[config.mk]
export PLATFORM = sky130hd
export DESIGN_NAME = tl_fragmenter_param_flat
export DESIGN_NICKNAME = d
export VERILOG_FILES = /design/src/rtl/tl_fragmenter_param_if.sv /design/src/rtl/tl_fragmenter_param.sv /design/src/flat_wrapper.sv
export SDC_FILE = /design/constraint.sdc
export NUM_CORES = 1
export LEC_CHECK = 0
export BUFFER_PORTS_ARGS = -buffer_cell sky130_fd_sc_hd__buf_2
export CORE_AREA = 2 2 137 139
export DETAILED_ROUTE_END_ITERATION = 8
export DIE_AREA = 0 0 139 141
export PLACE_DENSITY = 0.58
export SYNTH_ARGS = -nofsm -noshare
export SYNTH_HDL_FRONTEND = slang
export SYNTH_SLANG_ARGS = --single-unit
[constraint.sdc]
create_clock -name clock -period 4.18 [get_ports clock]
set_input_delay 0.418 -clock clock [delete_from_list [all_inputs] [get_ports clock]]
set_output_delay 0.418 -clock clock [all_outputs]
set_load 0.01 [all_outputs]
[src/rtl/tl_fragmenter_param_if.sv]
// Bus bundle between a TileLink-UL master, the fragmenter and the beat-sized slave.
// The "slave" modport is the fragmenter's view; "master" is the surrounding environment.
interface tl_fragmenter_param_if #(
    parameter int BEAT_BYTES = 8,
    parameter int MAX_IN_LG  = 7,
    parameter int SRC_W      = 3,
    parameter int ADDR_W     = 12
);
    localparam int BEAT_LG = $clog2(BEAT_BYTES);
    localparam int FRAG_W  = ((MAX_IN_LG - BEAT_LG) > 1) ? (MAX_IN_LG - BEAT_LG) : 1;
    localparam int OSZ_W   = $clog2(BEAT_LG + 1);
    localparam int XSRC_W  = SRC_W + FRAG_W;

    logic                    in_a_ready;
    logic                    in_a_valid;
    logic [2:0]              in_a_opcode;
    logic [2:0]              in_a_param;
    logic [2:0]              in_a_size;
    logic [SRC_W-1:0]        in_a_source;
    logic [ADDR_W-1:0]       in_a_address;
    logic [BEAT_BYTES-1:0]   in_a_mask;
    logic [8*BEAT_BYTES-1:0] in_a_data;
    logic                    in_a_corrupt;
    logic                    in_d_ready;
    logic                    in_d_valid;
    logic [2:0]              in_d_opcode;
    logic [2:0]              in_d_size;
    logic [SRC_W-1:0]        in_d_source;
    logic [8*BEAT_BYTES-1:0] in_d_data;
    logic                    out_a_ready;
    logic                    out_a_valid;
    logic [2:0]              out_a_opcode;
    logic [2:0]              out_a_param;
    logic [OSZ_W-1:0]        out_a_size;
    logic [XSRC_W-1:0]       out_a_source;
    logic [ADDR_W-1:0]       out_a_address;
    logic [BEAT_BYTES-1:0]   out_a_mask;
    logic [8*BEAT_BYTES-1:0] out_a_data;
    logic                    out_a_corrupt;
    logic                    out_d_ready;
    logic                    out_d_valid;
    logic [2:0]              out_d_opcode;
    logic [OSZ_W-1:0]        out_d_size;
    logic [XSRC_W-1:0]       out_d_source;
    logic [8*BEAT_BYTES-1:0] out_d_data;

    modport slave (
        output in_a_ready,
        input  in_a_valid, in_a_opcode, in_a_param, in_a_size, in_a_source,
        input  in_a_address, in_a_mask, in_a_data, in_a_corrupt,
        input  in_d_ready,
        output in_d_valid, in_d_opcode, in_d_size, in_d_source, in_d_data,
        input  out_a_ready,
        output out_a_valid, out_a_opcode, out_a_param, out_a_size, out_a_source,
        output out_a_address, out_a_mask, out_a_data, out_a_corrupt,
        output out_d_ready,
        input  out_d_valid, out_d_opcode, out_d_size, out_d_source, out_d_data
    );

    modport master (
        input  in_a_ready,
        output in_a_valid, in_a_opcode, in_a_param, in_a_size, in_a_source,
        output in_a_address, in_a_mask, in_a_data, in_a_corrupt,
        output in_d_ready,
        input  in_d_valid, in_d_opcode, in_d_size, in_d_source, in_d_data,
        output out_a_ready,
        input  out_a_valid, out_a_opcode, out_a_param, out_a_size, out_a_source,
        input  out_a_address, out_a_mask, out_a_data, out_a_corrupt,
        input  out_d_ready,
        output out_d_valid, out_d_opcode, out_d_size, out_d_source, out_d_data
    );
endinterface

[src/rtl/tl_fragmenter_param.sv]
// TileLink-UL fragmenter: splits multi-beat Get/Put into beat-sized fragments and
// folds the fragment responses back into one logical transaction for the master.
module tl_fragmenter_param #(
    parameter int BEAT_BYTES = 8,
    parameter int MAX_IN_LG  = 7,
    parameter int SRC_W      = 3,
    parameter int ADDR_W     = 12
) (
    input  logic                  clock,
    input  logic                  reset,
    tl_fragmenter_param_if.slave  bus,
    output logic                  proto_err
);
    localparam int BEAT_LG = $clog2(BEAT_BYTES);
    localparam int FRAG_W  = ((MAX_IN_LG - BEAT_LG) > 1) ? (MAX_IN_LG - BEAT_LG) : 1;
    localparam int OSZ_W   = $clog2(BEAT_LG + 1);
    localparam int XSRC_W  = SRC_W + FRAG_W;
    localparam int SRC_N   = 1 << SRC_W;

    logic [FRAG_W-1:0] frag_idx_r;
    logic [FRAG_W-1:0] frag_idx_nxt_s;
    logic [FRAG_W-1:0] last_idx_s;
    logic [FRAG_W-1:0] frag_rem_s;
    logic [FRAG_W:0]   n_beats_s;
    logic [2:0]        shift_s;
    logic [2:0]        size_tbl_r [SRC_N];
    logic [ADDR_W-1:0] align_mask_s;
    logic [ADDR_W-1:0] addr_s;
    logic              legal_op_s;
    logic              misalign_s;
    logic              illegal_s;
    logic              multi_s;
    logic              is_get_s;
    logic              hold_s;
    logic              a_fire_s;
    logic              in_fire_s;
    logic [SRC_W-1:0]  d_src_s;
    logic [FRAG_W-1:0] d_rem_s;
    logic              swallow_s;
    logic              unused_s;

    // Request classification, fragment count and handshake steering.
    always_comb begin
        legal_op_s   = (bus.in_a_opcode == 3'd0) || (bus.in_a_opcode == 3'd1) ||
                       (bus.in_a_opcode == 3'd4);
        align_mask_s = (ADDR_W'(1) << bus.in_a_size) - ADDR_W'(1);
        misalign_s   = |(bus.in_a_address & align_mask_s);
        illegal_s    = !legal_op_s || (int'(bus.in_a_size) > MAX_IN_LG) || misalign_s;
        // Illegal requests are forwarded untouched as a single fragment.
        multi_s      = !illegal_s && (int'(bus.in_a_size) > BEAT_LG);
        is_get_s     = (bus.in_a_opcode == 3'd4);
        shift_s      = multi_s ? (bus.in_a_size - 3'(BEAT_LG)) : 3'd0;
        n_beats_s    = (FRAG_W+1)'(1) << shift_s;
        last_idx_s   = FRAG_W'(n_beats_s - (FRAG_W+1)'(1));
        frag_rem_s   = last_idx_s - frag_idx_r;
        hold_s       = multi_s && is_get_s && (frag_idx_r != last_idx_s);
        a_fire_s     = bus.in_a_valid && bus.out_a_ready;
        in_fire_s    = bus.in_a_valid && bus.in_a_ready;
        if (!a_fire_s) begin
            frag_idx_nxt_s = frag_idx_r;
        end else if (multi_s && (frag_idx_r != last_idx_s)) begin
            frag_idx_nxt_s = frag_idx_r + FRAG_W'(1);
        end else begin
            frag_idx_nxt_s = '0;
        end
        if (multi_s) begin
            addr_s = (bus.in_a_address & ~ADDR_W'(BEAT_BYTES - 1)) +
                     (ADDR_W'(frag_idx_r) << BEAT_LG);
        end else begin
            addr_s = bus.in_a_address;
        end
    end

    assign bus.in_a_ready    = bus.out_a_ready && !hold_s;
    assign bus.out_a_valid   = bus.in_a_valid;
    assign bus.out_a_opcode  = bus.in_a_opcode;
    assign bus.out_a_param   = bus.in_a_param;
    assign bus.out_a_size    = (int'(bus.in_a_size) > BEAT_LG) ? OSZ_W'(BEAT_LG)
                                                              : OSZ_W'(bus.in_a_size);
    assign bus.out_a_source  = {bus.in_a_source, frag_rem_s};
    assign bus.out_a_address = addr_s;
    assign bus.out_a_mask    = (multi_s && is_get_s) ? {BEAT_BYTES{1'b1}} : bus.in_a_mask;
    assign bus.out_a_data    = bus.in_a_data;
    assign bus.out_a_corrupt = bus.in_a_corrupt;

    // Responses for non-final write fragments are absorbed here.
    assign d_src_s         = bus.out_d_source[XSRC_W-1:FRAG_W];
    assign d_rem_s         = bus.out_d_source[FRAG_W-1:0];
    assign swallow_s       = (bus.out_d_opcode == 3'd0) && (|d_rem_s);
    assign bus.in_d_valid  = bus.out_d_valid && !swallow_s;
    assign bus.out_d_ready = swallow_s || bus.in_d_ready;
    assign bus.in_d_opcode = bus.out_d_opcode;
    assign bus.in_d_size   = size_tbl_r[d_src_s];
    assign bus.in_d_source = d_src_s;
    assign bus.in_d_data   = bus.out_d_data;
    assign unused_s        = ^bus.out_d_size;

    // Fragment index and sticky protocol-error flag.
    always_ff @(posedge clock or posedge reset) begin
        if (reset) begin
            frag_idx_r <= '0;
            proto_err  <= 1'b0;
        end else begin
            frag_idx_r <= frag_idx_nxt_s;
            proto_err  <= proto_err || (in_fire_s && illegal_s);
        end
    end

    // Original request size per source, captured on the first fragment.
    always_ff @(posedge clock or posedge reset) begin
        if (reset) begin
            for (int i = 0; i < SRC_N; i++) begin
                size_tbl_r[i] <= 3'd0;
            end
        end else if (a_fire_s && (frag_idx_r == '0)) begin
            size_tbl_r[bus.in_a_source] <= bus.in_a_size;
        end
    end
endmodule

[src/flat_wrapper.sv]
// flat-port wrapper written by rule: the top's interface ports become plain ports
module tl_fragmenter_param_flat 
#(
    parameter int BEAT_BYTES = 8,
    parameter int MAX_IN_LG  = 7,
    parameter int SRC_W      = 3,
    parameter int ADDR_W     = 12
)
  (clock, reset, proto_err, bus_in_a_ready, bus_in_a_valid, bus_in_a_opcode, bus_in_a_param, bus_in_a_size, bus_in_a_source, bus_in_a_address, bus_in_a_mask, bus_in_a_data, bus_in_a_corrupt, bus_in_d_ready, bus_in_d_valid, bus_in_d_opcode, bus_in_d_size, bus_in_d_source, bus_in_d_data, bus_out_a_ready, bus_out_a_valid, bus_out_a_opcode, bus_out_a_param, bus_out_a_size, bus_out_a_source, bus_out_a_address, bus_out_a_mask, bus_out_a_data, bus_out_a_corrupt, bus_out_d_ready, bus_out_d_valid, bus_out_d_opcode, bus_out_d_size, bus_out_d_source, bus_out_d_data);
  tl_fragmenter_param_if #(.BEAT_BYTES(BEAT_BYTES), .MAX_IN_LG(MAX_IN_LG), .SRC_W(SRC_W), .ADDR_W(ADDR_W)) bus_i ();
  input  logic clock;
  input  logic reset;
  output logic proto_err;
  output wire logic [$bits(bus_i.in_a_ready)-1:0] bus_in_a_ready;
  input wire logic [$bits(bus_i.in_a_valid)-1:0] bus_in_a_valid;
  input wire logic [$bits(bus_i.in_a_opcode)-1:0] bus_in_a_opcode;
  input wire logic [$bits(bus_i.in_a_param)-1:0] bus_in_a_param;
  input wire logic [$bits(bus_i.in_a_size)-1:0] bus_in_a_size;
  input wire logic [$bits(bus_i.in_a_source)-1:0] bus_in_a_source;
  input wire logic [$bits(bus_i.in_a_address)-1:0] bus_in_a_address;
  input wire logic [$bits(bus_i.in_a_mask)-1:0] bus_in_a_mask;
  input wire logic [$bits(bus_i.in_a_data)-1:0] bus_in_a_data;
  input wire logic [$bits(bus_i.in_a_corrupt)-1:0] bus_in_a_corrupt;
  input wire logic [$bits(bus_i.in_d_ready)-1:0] bus_in_d_ready;
  output wire logic [$bits(bus_i.in_d_valid)-1:0] bus_in_d_valid;
  output wire logic [$bits(bus_i.in_d_opcode)-1:0] bus_in_d_opcode;
  output wire logic [$bits(bus_i.in_d_size)-1:0] bus_in_d_size;
  output wire logic [$bits(bus_i.in_d_source)-1:0] bus_in_d_source;
  output wire logic [$bits(bus_i.in_d_data)-1:0] bus_in_d_data;
  input wire logic [$bits(bus_i.out_a_ready)-1:0] bus_out_a_ready;
  output wire logic [$bits(bus_i.out_a_valid)-1:0] bus_out_a_valid;
  output wire logic [$bits(bus_i.out_a_opcode)-1:0] bus_out_a_opcode;
  output wire logic [$bits(bus_i.out_a_param)-1:0] bus_out_a_param;
  output wire logic [$bits(bus_i.out_a_size)-1:0] bus_out_a_size;
  output wire logic [$bits(bus_i.out_a_source)-1:0] bus_out_a_source;
  output wire logic [$bits(bus_i.out_a_address)-1:0] bus_out_a_address;
  output wire logic [$bits(bus_i.out_a_mask)-1:0] bus_out_a_mask;
  output wire logic [$bits(bus_i.out_a_data)-1:0] bus_out_a_data;
  output wire logic [$bits(bus_i.out_a_corrupt)-1:0] bus_out_a_corrupt;
  output wire logic [$bits(bus_i.out_d_ready)-1:0] bus_out_d_ready;
  input wire logic [$bits(bus_i.out_d_valid)-1:0] bus_out_d_valid;
  input wire logic [$bits(bus_i.out_d_opcode)-1:0] bus_out_d_opcode;
  input wire logic [$bits(bus_i.out_d_size)-1:0] bus_out_d_size;
  input wire logic [$bits(bus_i.out_d_source)-1:0] bus_out_d_source;
  input wire logic [$bits(bus_i.out_d_data)-1:0] bus_out_d_data;
  assign bus_in_a_ready = bus_i.in_a_ready;
  assign bus_i.in_a_valid = bus_in_a_valid;
  assign bus_i.in_a_opcode = bus_in_a_opcode;
  assign bus_i.in_a_param = bus_in_a_param;
  assign bus_i.in_a_size = bus_in_a_size;
  assign bus_i.in_a_source = bus_in_a_source;
  assign bus_i.in_a_address = bus_in_a_address;
  assign bus_i.in_a_mask = bus_in_a_mask;
  assign bus_i.in_a_data = bus_in_a_data;
  assign bus_i.in_a_corrupt = bus_in_a_corrupt;
  assign bus_i.in_d_ready = bus_in_d_ready;
  assign bus_in_d_valid = bus_i.in_d_valid;
  assign bus_in_d_opcode = bus_i.in_d_opcode;
  assign bus_in_d_size = bus_i.in_d_size;
  assign bus_in_d_source = bus_i.in_d_source;
  assign bus_in_d_data = bus_i.in_d_data;
  assign bus_i.out_a_ready = bus_out_a_ready;
  assign bus_out_a_valid = bus_i.out_a_valid;
  assign bus_out_a_opcode = bus_i.out_a_opcode;
  assign bus_out_a_param = bus_i.out_a_param;
  assign bus_out_a_size = bus_i.out_a_size;
  assign bus_out_a_source = bus_i.out_a_source;
  assign bus_out_a_address = bus_i.out_a_address;
  assign bus_out_a_mask = bus_i.out_a_mask;
  assign bus_out_a_data = bus_i.out_a_data;
  assign bus_out_a_corrupt = bus_i.out_a_corrupt;
  assign bus_out_d_ready = bus_i.out_d_ready;
  assign bus_i.out_d_valid = bus_out_d_valid;
  assign bus_i.out_d_opcode = bus_out_d_opcode;
  assign bus_i.out_d_size = bus_out_d_size;
  assign bus_i.out_d_source = bus_out_d_source;
  assign bus_i.out_d_data = bus_out_d_data;
  tl_fragmenter_param #(.BEAT_BYTES(BEAT_BYTES), .MAX_IN_LG(MAX_IN_LG), .SRC_W(SRC_W), .ADDR_W(ADDR_W)) u_core (.clock(clock), .reset(reset), .bus(bus_i), .proto_err(proto_err));
endmodule
Word-level counts from Yosys, hierarchy flattened
Cells that the tools add are included.
{"block": "op_classes", "n_bitwise": 3, "mux": 11, "n_reduce_logical": 26, "eq_ne": 3, "addsub": 6, "magnitude_cmp": 4, "n_shift": 2}
{"op": "$bwmux 24", "n": 1}
{"op": "$add 12x7->12", "n": 1}
{"op": "$and 12x12->12", "n": 1}
{"op": "$logic_and 1x1->1", "n": 12}
{"op": "$mux 12", "n": 1}
{"op": "$mux 3", "n": 4}
{"op": "$reduce_or 12->1", "n": 1}
{"op": "$shl 1x3->12 const A", "n": 1}
{"op": "$sub 12x2->12 const B", "n": 1}
{"op": "$bmux 3 s3", "n": 1}
{"op": "$demux 3 s3", "n": 1}
{"op": "$ge 4x4->1 const B", "n": 2}
{"op": "$mux 8", "n": 1}
{"op": "$not 3->4", "n": 2}
{"op": "$logic_not 3->1", "n": 2}
{"op": "$logic_or 1x1->1", "n": 5}
{"op": "$add 4x1->4 const B", "n": 1}
{"op": "$logic_not 1->1", "n": 4}
{"op": "$logic_not 4->1", "n": 1}
{"op": "$lt 4x1->1 const B", "n": 1}
{"op": "$mux 4", "n": 1}
{"op": "$ne 4x4->1", "n": 1}
{"op": "$reduce_or 4->1", "n": 1}
{"op": "$shl 1x3->4 const A", "n": 1}
{"op": "7 further kinds", "n": 7}
{"block": "totals", "inputBits": 179, "ff_bits": 29, "word_cells": 65, "out_inout_bits": 178}

Depth between registers and ports, before layout
Gate-level depths: netlist of run 1.
{"block": "logic_depth", "ltp_word": 17, "ltp_mapped": 20, "ltp_nobuf": 18}

Worst setup path after synthesis of run 1
No wires, ideal clock.
{"block": "synth_timing", "kind": "input to output", "startpoint": "input bus_in_a_size[2]", "endpoint": "output bus_out_a_source[3]", "n_path_buf": 2, "arrival_ps": 4150, "cell_stages": 17, "required_time_ps": 3762, "slack_ps": -388, "path_cell_list": "clkbuf_1 clkinv_1 ha_1 or4b_1 a32o_1 a22o_1 a211o_4 nor2_8 buf_8 and2_4 ha_1 inv_1 ha_1 a21o_1 a21oi_1 xor2_1 xnor2_2"}
{"block": "synth_between", "elab_chain_cells": 11, "word_cells_on_any_way": 13, "classes_between": "add/sub: 4; order compare: 1; shift: 2; mux: 1; bitwise: 1; reduce/logical: 4"}
{"element": "start: declaration", "line": "flat_wrapper.sv:18", "rtl": "input wire logic [$bits(bus_i.in_a_size)-1:0] bus_in_a_size;"}
{"element": "$shl 1x3->12", "line": "tl_fragmenter_param.sv:46", "rtl": "align_mask_s = (ADDR_W'(1) << bus.in_a_size) - ADDR_W'(1);"}
{"element": "$sub 12x2->12", "line": "tl_fragmenter_param.sv:46"}
{"element": "$and 12x12->12", "line": "tl_fragmenter_param.sv:47", "rtl": "misalign_s = |(bus.in_a_address & align_mask_s);"}
{"element": "$reduce_or 12->1", "line": "tl_fragmenter_param.sv:47"}
{"element": "$logic_or 1x1->1", "line": "tl_fragmenter_param.sv:48", "rtl": "illegal_s = !legal_op_s || (int'(bus.in_a_size) > MAX_IN_LG) || misalign_s;"}
{"element": "$logic_not 1->1", "line": "tl_fragmenter_param.sv:50", "rtl": "multi_s = !illegal_s && (int'(bus.in_a_size) > BEAT_LG);"}
{"element": "$logic_and 1x1->1", "line": "tl_fragmenter_param.sv:50"}
{"element": "$mux 3 *", "line": "tl_fragmenter_param.sv:52", "rtl": "shift_s = multi_s ? (bus.in_a_size - 3'(BEAT_LG)) : 3'd0;"}
{"element": "$shl 1x3->4 *", "line": "tl_fragmenter_param.sv:53", "rtl": "n_beats_s = (FRAG_W+1)'(1) << shift_s;"}
{"element": "$sub 4x1->4 *", "line": "tl_fragmenter_param.sv:54", "rtl": "last_idx_s = FRAG_W'(n_beats_s - (FRAG_W+1)'(1));"}
{"element": "$sub 4x4->4 *", "line": "tl_fragmenter_param.sv:55", "rtl": "frag_rem_s = last_idx_s - frag_idx_r;"}
{"element": "end: declaration", "line": "flat_wrapper.sv:35", "rtl": "output wire logic [$bits(bus_i.out_a_source)-1:0] bus_out_a_source;"}
Mark *: on every way between the ends. The rest lies on a longest branch, timed or not.

Worst setup path after layout of run 1
{"block": "layout_timing", "startpoint": "input bus_in_a_size[1]", "endpoint": "output bus_out_a_source[3]"}
The elaborated chain is that of the path after synthesis.

==> results of run 1 <==
-- path summary, 6_finish.rpt --
kind	start	endpoint
max	bus_in_a_size[1]	bus_out_a_source[3]
min	reset	u_core.proto_err$_DFF_PP0_
max reg2reg	u_core.frag_idx_r[1]$_DFFE_PP0P_	u_core.size_tbl_r[16]$_DFFE_PP0P_
min reg2reg	u_core.proto_err$_DFF_PP0_	u_core.proto_err$_DFF_PP0_
max in group asynchronous	reset	u_core.size_tbl_r[1]$_DFFE_PP0P_
min in group clock	bus_in_a_size[1]	u_core.size_tbl_r[10]$_DFFE_PP0P_
-- state kept, by name, summed over array words and instances (netlist names) --
name / flops
u_core.size_tbl_r: 24
u_core.frag_idx_r: 4
u_core.proto_err: 1
-- worst max-delay path, cell delays in order --
cell and delay (ps):
buf_12 100, clkinvlp_4 140, ha_4 200, nand2_4 70, ha_4 120, or4b_4 440
a32o_1 240, a22o_1 220, a211o_4 300, nor2_8 110, and2_4 170, ha_4 200
inv_4 60, ha_4 190, a21o_1 160, a21oi_2 150, xor2_2 190, xnor2_2 130
buf_2 150
-- what timing repair did --
action | CTS | global route
hold buffers | 0 | 0
endpoints found under the setup margin | 4 | 3
cloned | 0 | 0
resized for setup | 7 | 15
pin swaps | 5 | 3
setup buffers | 2 | 2
-- cells by family after synthesis --
kind of cell	share of synthesized area (%)
fa+ha+maj	7.26
flops	20.9
compound gates	8.27
simple gates	15.1
xor+xnor	4.42
buf+inv	34.1
mux	10.0
-- cells in the mapped netlist, types with 2 or more instances --
cell	count
a22o_1	3
xnor2_1	9
o21ai_0	20
nor2_1	6
a21oi_1	4
clkbuf_1	5
buf_4	145
and2_1	2
nor2b_1	4
o211ai_1	2
nor3b_1	3
nand2_1	25
xnor2_2	3
inv_1	12
nand3_1	8
mux4_2	6
xor2_1	3
or2_2	8
ha_1	17
nand2b_1	5
dfrtp_1	29
nand4_1	3
and3_1	3
nor3_1	5
nand3b_1	3
mux2_2	18
fa_1	2
a21o_1	5
-- cell type report --
class	count	area, um^2
fillers	2016	14600
well taps	234	293
clock inverters	1	30.0
repair buffers	119	689
inverters	14	63.8
flip-flops and latches	29	726
multi-input cells	191	1710
clock buffers	7	143
-- report_power, final --
group / total (mW) / internal (mW) / switching [mW] / leakage, nW
combinational: 0.290 / 0.156 / 0.134 / 1.26
clock: 0.424 / 0.297 / 0.127 / 0.0841
sequential: 0.366 / 0.338 / 0.0289 / 0.365
-- per-layer routing --
metal | vias up | GRT usage (%)
li1 | 1102 | -
met1 | 1057 | 10.2
met2 | 135 | 13.1
met3 | 60 | 3.16
met4 | 2 | 4.52
met5 | - | 0
-- through the flow --
step / worst slack [ps] / hold WS, ps / instance area [um^2] / instances / setup TNS [ps]
2_1_floorplan: -2.15 / 445 / 3550 / 386 / -2.15
3_3_place_gp: -178 / 450 / 3340 / 583 / -401
3_5_place_dp: -215 / 443 / 3340 / 583 / -614
4_1_cts: -29.3 / 221 / 3550 / 593 / -29.3
5_1_grt: -145 / 243 / 3650 / 595 / -215
6_report: 9.32 / 208 / 3650 / 595 / 0
==> out/qor.csv, run 1 <==
stage,metric,value,unit
finish,final_util,20.0,%
grt,grtUsageTotal,8.44,%
clock_tree,clockRootBuffer,clkbuf_16,
route,wl,8610,um
pwr,p_total,1.08,mW
grt,gr-total-overflow,0,
yosys,synth_top_area_share,31.3,%
placement,place_congestion,0.753,
clock_tree,clk_latency,280,ps
yosys,syn_nets,584,
timing,tightestPinTransition,502,ps
finish,fin_nets,558,
route,met3_length,780,um
timing,setup-violations-final,0,
setup_path,ff2ff_setup_slack,2020,ps
timing,finalHoldViolations,0,
yosys,netlist-cell-type-count,56,
finish,drive_gt1_share,53.7,%
yosys,async_flop_share,100,%
timing,maxSlewViolCount,0,
yosys,synth_edf_count,0,
worst_hold_path,hp-class,input port to async pin,
clock_tree,clock_sinks,29,
route,drt_first_pass_iters,4,
timing,final.setup_skew,9.09,ps
timing,max_slew_margin,66.5,%
pwr,irDropWorstVdd,0.174,mV
clock_tree,cts_buffers,5,
placement,io_buffers,90,
pwr,total_leakage_power,1.70,nW
route,wl_met1,3600,um
yosys,yosys-top-cells-area,"buf_4, dfrtp_1, ha_1",
route,wl_met2,3800,um
floorplan,die-area,19600,um^2
setup_path,startpoint_type,input port,
finish,areaGrowthSynthToFinish,4.96,%
route,ant_nets,0,
yosys,syn_area,3480,um^2
yosys,seq_area_frac_synth,20.9,%
clock_tree,clkTransAtPathRegs,60,ps
yosys,synth_top_cell_by_area,buf_4,
floorplan,boundaryPins,357,
setup_path,worstPathRequired,3760,ps
timing,period_minus_slack,4170,ps
clock_tree,cts_buffer_depth,2,
floorplan,fp.dieW,139,um
yosys,synthCells,386,
route,drc_errors,0,
timing,fmax,240,MHz
outcome,outcome,"complete, no violations",
yosys,ys_ff_latch,29,
yosys,avgSynthCellArea,9.01,um^2
floorplan,initial_core_util,19.0,%
finish,diodes,0,
route,drt-initial-drc-count,70,
yosys,yosysWarnings,0,
grt,antenna_found_initial,1,
setup_path,end_kind,primary output,
finish,final_common_cell,buf_2,
timing,rsz0062_at_grt,yes,
route,viasPerCell,3.96,
grt,grt_pass1_wl,13000,um
grt,grt_max_degree,30,
floorplan,fp.coreArea,18300,um^2
route,wl_per_cell,14.5,um
finish,final_cell_mix,"buf_2, buf_4, dfrtp_1",
clock_tree,htreeDepth,2,
route,via_count,2356,
placement,hpwl,7070,um
route,top_layer,met5,
floorplan,rows,50,
pwr,power_density,296,nW/um^2
setup_path,r2r_cells,5,
yosys,synth_flop_cell,dfrtp_1,
setup_path,crit_path_max_fanout,7,
timing,finalCritPeriodShare,99.8,%
floorplan,dieHeight,141,um
grt,grt_pass1_vias,2402,
setup_path,crit_arrival,3750,ps
setup_path,critPathKind,input port to primary output,
flow_run,cap_violations,0,
clock_tree,cts_tree,yes,
Note: power is estimated with default switching activity, not from simulation.
==> inputs of run 2 (changes only) <==
==> constraint.sdc (replaced) <==
create_clock -name clock -period 4.18 [get_ports clock]
set_input_delay 0.836 -clock clock [delete_from_list [all_inputs] [get_ports clock]]
set_output_delay 0.836 -clock clock [all_outputs]
set_load 0.01 [all_outputs]
==> out/qor.csv, run 2 (synthesis gave the netlist of run 1 again) <==
stage,metric,value,unit,change
setup_path,worstPathRequired,3340,ps,-420 ps
clock_tree,cts_tree,yes,,
pwr,intPower,814,uW,+2.9%
clock_tree,cts_buffers,5,,unchanged
floorplan,die-area,19600,um^2,unchanged
outcome,violations,setup timing,,
route,via_count,2453,,+4.1%
timing,period_minus_slack,4990,ps,+818 ps
placement,hpwl,7250,um,+2.5%
route,viasPerCell,3.96,,about the same
outcome,outcome,finished with violations,,
placement,dp_worst_setup_slack,-1020,ps,-804 ps
route,drc_errors,0,,unchanged
clock_tree,clockRootBuffer,clkbuf_16,,
pwr,switching_share,26.6,%,-0.30 points
pwr,power_frac_clock,38.0,%,-1.2 points
timing,rsz0062_at_grt,yes,,
route,wl,8850,um,+2.9%
setup_path,critPathKind,input port to primary output,,
finish,regMostFlops,u_core.size_tbl_r,,
floorplan,fp.coreArea,18300,um^2,unchanged
grt,grtUsageTotal,8.61,%,+0.17 points
pwr,total_leakage_power,1.86,nW,+9.0%
clock_tree,clk_latency,270,ps,about the same
timing,fmax,200,MHz,-16%
pwr,p_total,1.11,mW,+2.5%
route,ant_nets,0,,unchanged
finish,drive_gt1_share,58.2,%,+4.4 points
pwr,p_sw,294,uW,+1.3%
pwr,seqPwrFrac,33.0,%,-0.9 points
clock_tree,clock_sinks,29,,unchanged
grt,grt_pass1_wl,13200,um,+1.6%
timing,final.setup_skew,4.68,ps,-4.41 ps
floorplan,rows,50,,unchanged
pwr,pwr-share-comb,29.0,%,+2.1 points
timing,layout_setup_ws,-809,ps,-818 ps
finish,final_common_cell,buf_2,,
floorplan,boundaryPins,357,,unchanged
finish,final_util,21.9,%,+1.9 points
pwr,irDropWorstVdd,0.134,mV,-23%
flow_run,cap_violations,0,,unchanged
grt,grt_max_degree,25,,-17%
floorplan,initial_core_util,19.0,%,unchanged
worst_hold_path,hp-class,flip-flop to flip-flop,,
timing,max_slew_margin,67.1,%,+0.67 points
setup_path,crit_arrival,4150,ps,+400 ps
grt,gr-total-overflow,0,,unchanged
finish,final_cell_mix,"buf_2, buf_4, dfrtp_1",,
finish,top_regs,"u_core.size_tbl_r (24), u_core.frag_idx_r (4), u_core.proto_err (1)",,
timing,finalCritPeriodShare,119,%,+20 points
placement,place_congestion,0.766,,+1.6%
route,wl_per_cell,14.3,um,-1.1%
grt,grt_pass1_vias,2422,,+0.83%
finish,areaGrowthSynthToFinish,15.2,%,
clock_tree,htreeDepth,2,,unchanged
timing,tightestPinTransition,492,ps,-10.0 ps
timing,setup-violations-final,25,,+25
finish,fin_nets,582,,+4.3%
clock_tree,clkTransAtPathRegs,50,ps,about the same
setup_path,end_kind,primary output,,
timing,finalHoldViolations,0,,unchanged
route,drt_first_pass_iters,4,,unchanged
pwr,power_density,276,nW/um^2,-6.6%
placement,io_buffers,90,,unchanged
grt,antenna_found_initial,0,,-1
floorplan,dieHeight,141,um,unchanged
setup_path,crit_path_max_fanout,7,,unchanged
floorplan,fp.dieW,139,um,unchanged
setup_path,startpoint_type,input port,,
route,drt-initial-drc-count,77,,+10%
clock_tree,ctsHoldBuffers,0,,unchanged
finish,diodes,0,,unchanged
timing,maxSlewViolCount,0,,unchanged
clock_tree,cts_buffer_depth,2,,unchanged
finish,largest_reg_flops,24,,unchanged
==> run 2: changes by cell type in the layout (fill, tap and decap cells not counted), sizes merged <==
cell / change
buf: +24
==> run 2: area by class of cell <==
| class | instances | area [um^2] |
|---|---|---|
| Inverter | 14 | 63.8 |
| Timing Repair Buffer | 143 | 982 |
| Clock buffer | 7 | 143 |
| Clock inverter | 1 | 30.0 |
| Fill cell | 2031 | 14300 |
| Multi-Input combinational cell | 191 | 1770 |
| Sequential cell | 29 | 726 |
| Tap cell | 234 | 293 |
==> run 2: final timing paths <==
| check | startpoint | endpoint | slack, ps | depth (start not counted) |
|---|---|---|---|---|
| worst max-delay path | bus_in_a_size[1] | bus_out_a_source[3] | -810 | 18 |
| worst min-delay path | u_core.proto_err$_DFF_PP0_ | u_core.proto_err$_DFF_PP0_ | 470 | 1 |
| worst min register to register | u_core.proto_err$_DFF_PP0_ | u_core.proto_err$_DFF_PP0_ | 470 | 1 |
| max in group asynchronous | reset | u_core.size_tbl_r[23]$_DFFE_PP0P_ | 3050 | 3 |
| worst max register to register | u_core.frag_idx_r[1]$_DFFE_PP0P_ | u_core.size_tbl_r[15]$_DFFE_PP0P_ | 2000 | 5 |
| min in group asynchronous | reset | u_core.frag_idx_r[1]$_DFFE_PP0P_ | 510 | 2 |
==> run 2: power groups by stage <==
| stage | Clock (mW) | Sequential, mW | Combinational [mW] |
|---|---|---|---|
| floorplan | 0 | 0.360 | 0.312 |
| global placement | 0 | 0.370 | 0.288 |
| detailed placement | 0 | 0.371 | 0.290 |
| CTS | 0.429 | 0.366 | 0.316 |
| global route | 0.441 | 0.373 | 0.353 |
| finish | 0.421 | 0.366 | 0.321 |
==> run 2: layer usage <==
| metal | wire length (um) | track usage, % |
|---|---|---|
| met1 | 3650 | 10.2 |
| met3 | 686 | 2.89 |
| met2 | 4120 | 13.9 |
| met5 | 0 | 0 |
| met4 | 396 | 4.36 |
==> run 2: timing repair <==
action	in CTS	in global routing
endpoints found under the hold margin	0	0
setup endpoints to repair	25	27
resized for setup	43	12
pin swaps	10	7
setup buffers	9	9
==> run 2: critical path, stage by stage <==
cell and delay [ps]:
buf_12 90, clkinvlp_4 130, ha_4 200, buf_6 130, or4b_1 500, a32o_1 240
a22o_1 220, a211o_4 300, nor2_8 100, and2_4 160, ha_4 200, inv_4 60
ha_4 190, a21o_1 160, a21oi_2 170, xor2_2 190, xnor2_2 120, buf_2 140
==> run 2: stage by stage <==
stage | instance area (um^2) | TNS, ps | cells | hold slack, ps
finish | 4010 | -6390 | 619 | 466
detailed placement | 3430 | -9450 | 593 | 446
global placement | 3430 | -8250 | 593 | 456
floorplan | 3560 | -2920 | 386 | 445
CTS | 3880 | -5820 | 610 | 468
global route | 4010 | -9350 | 619 | 501
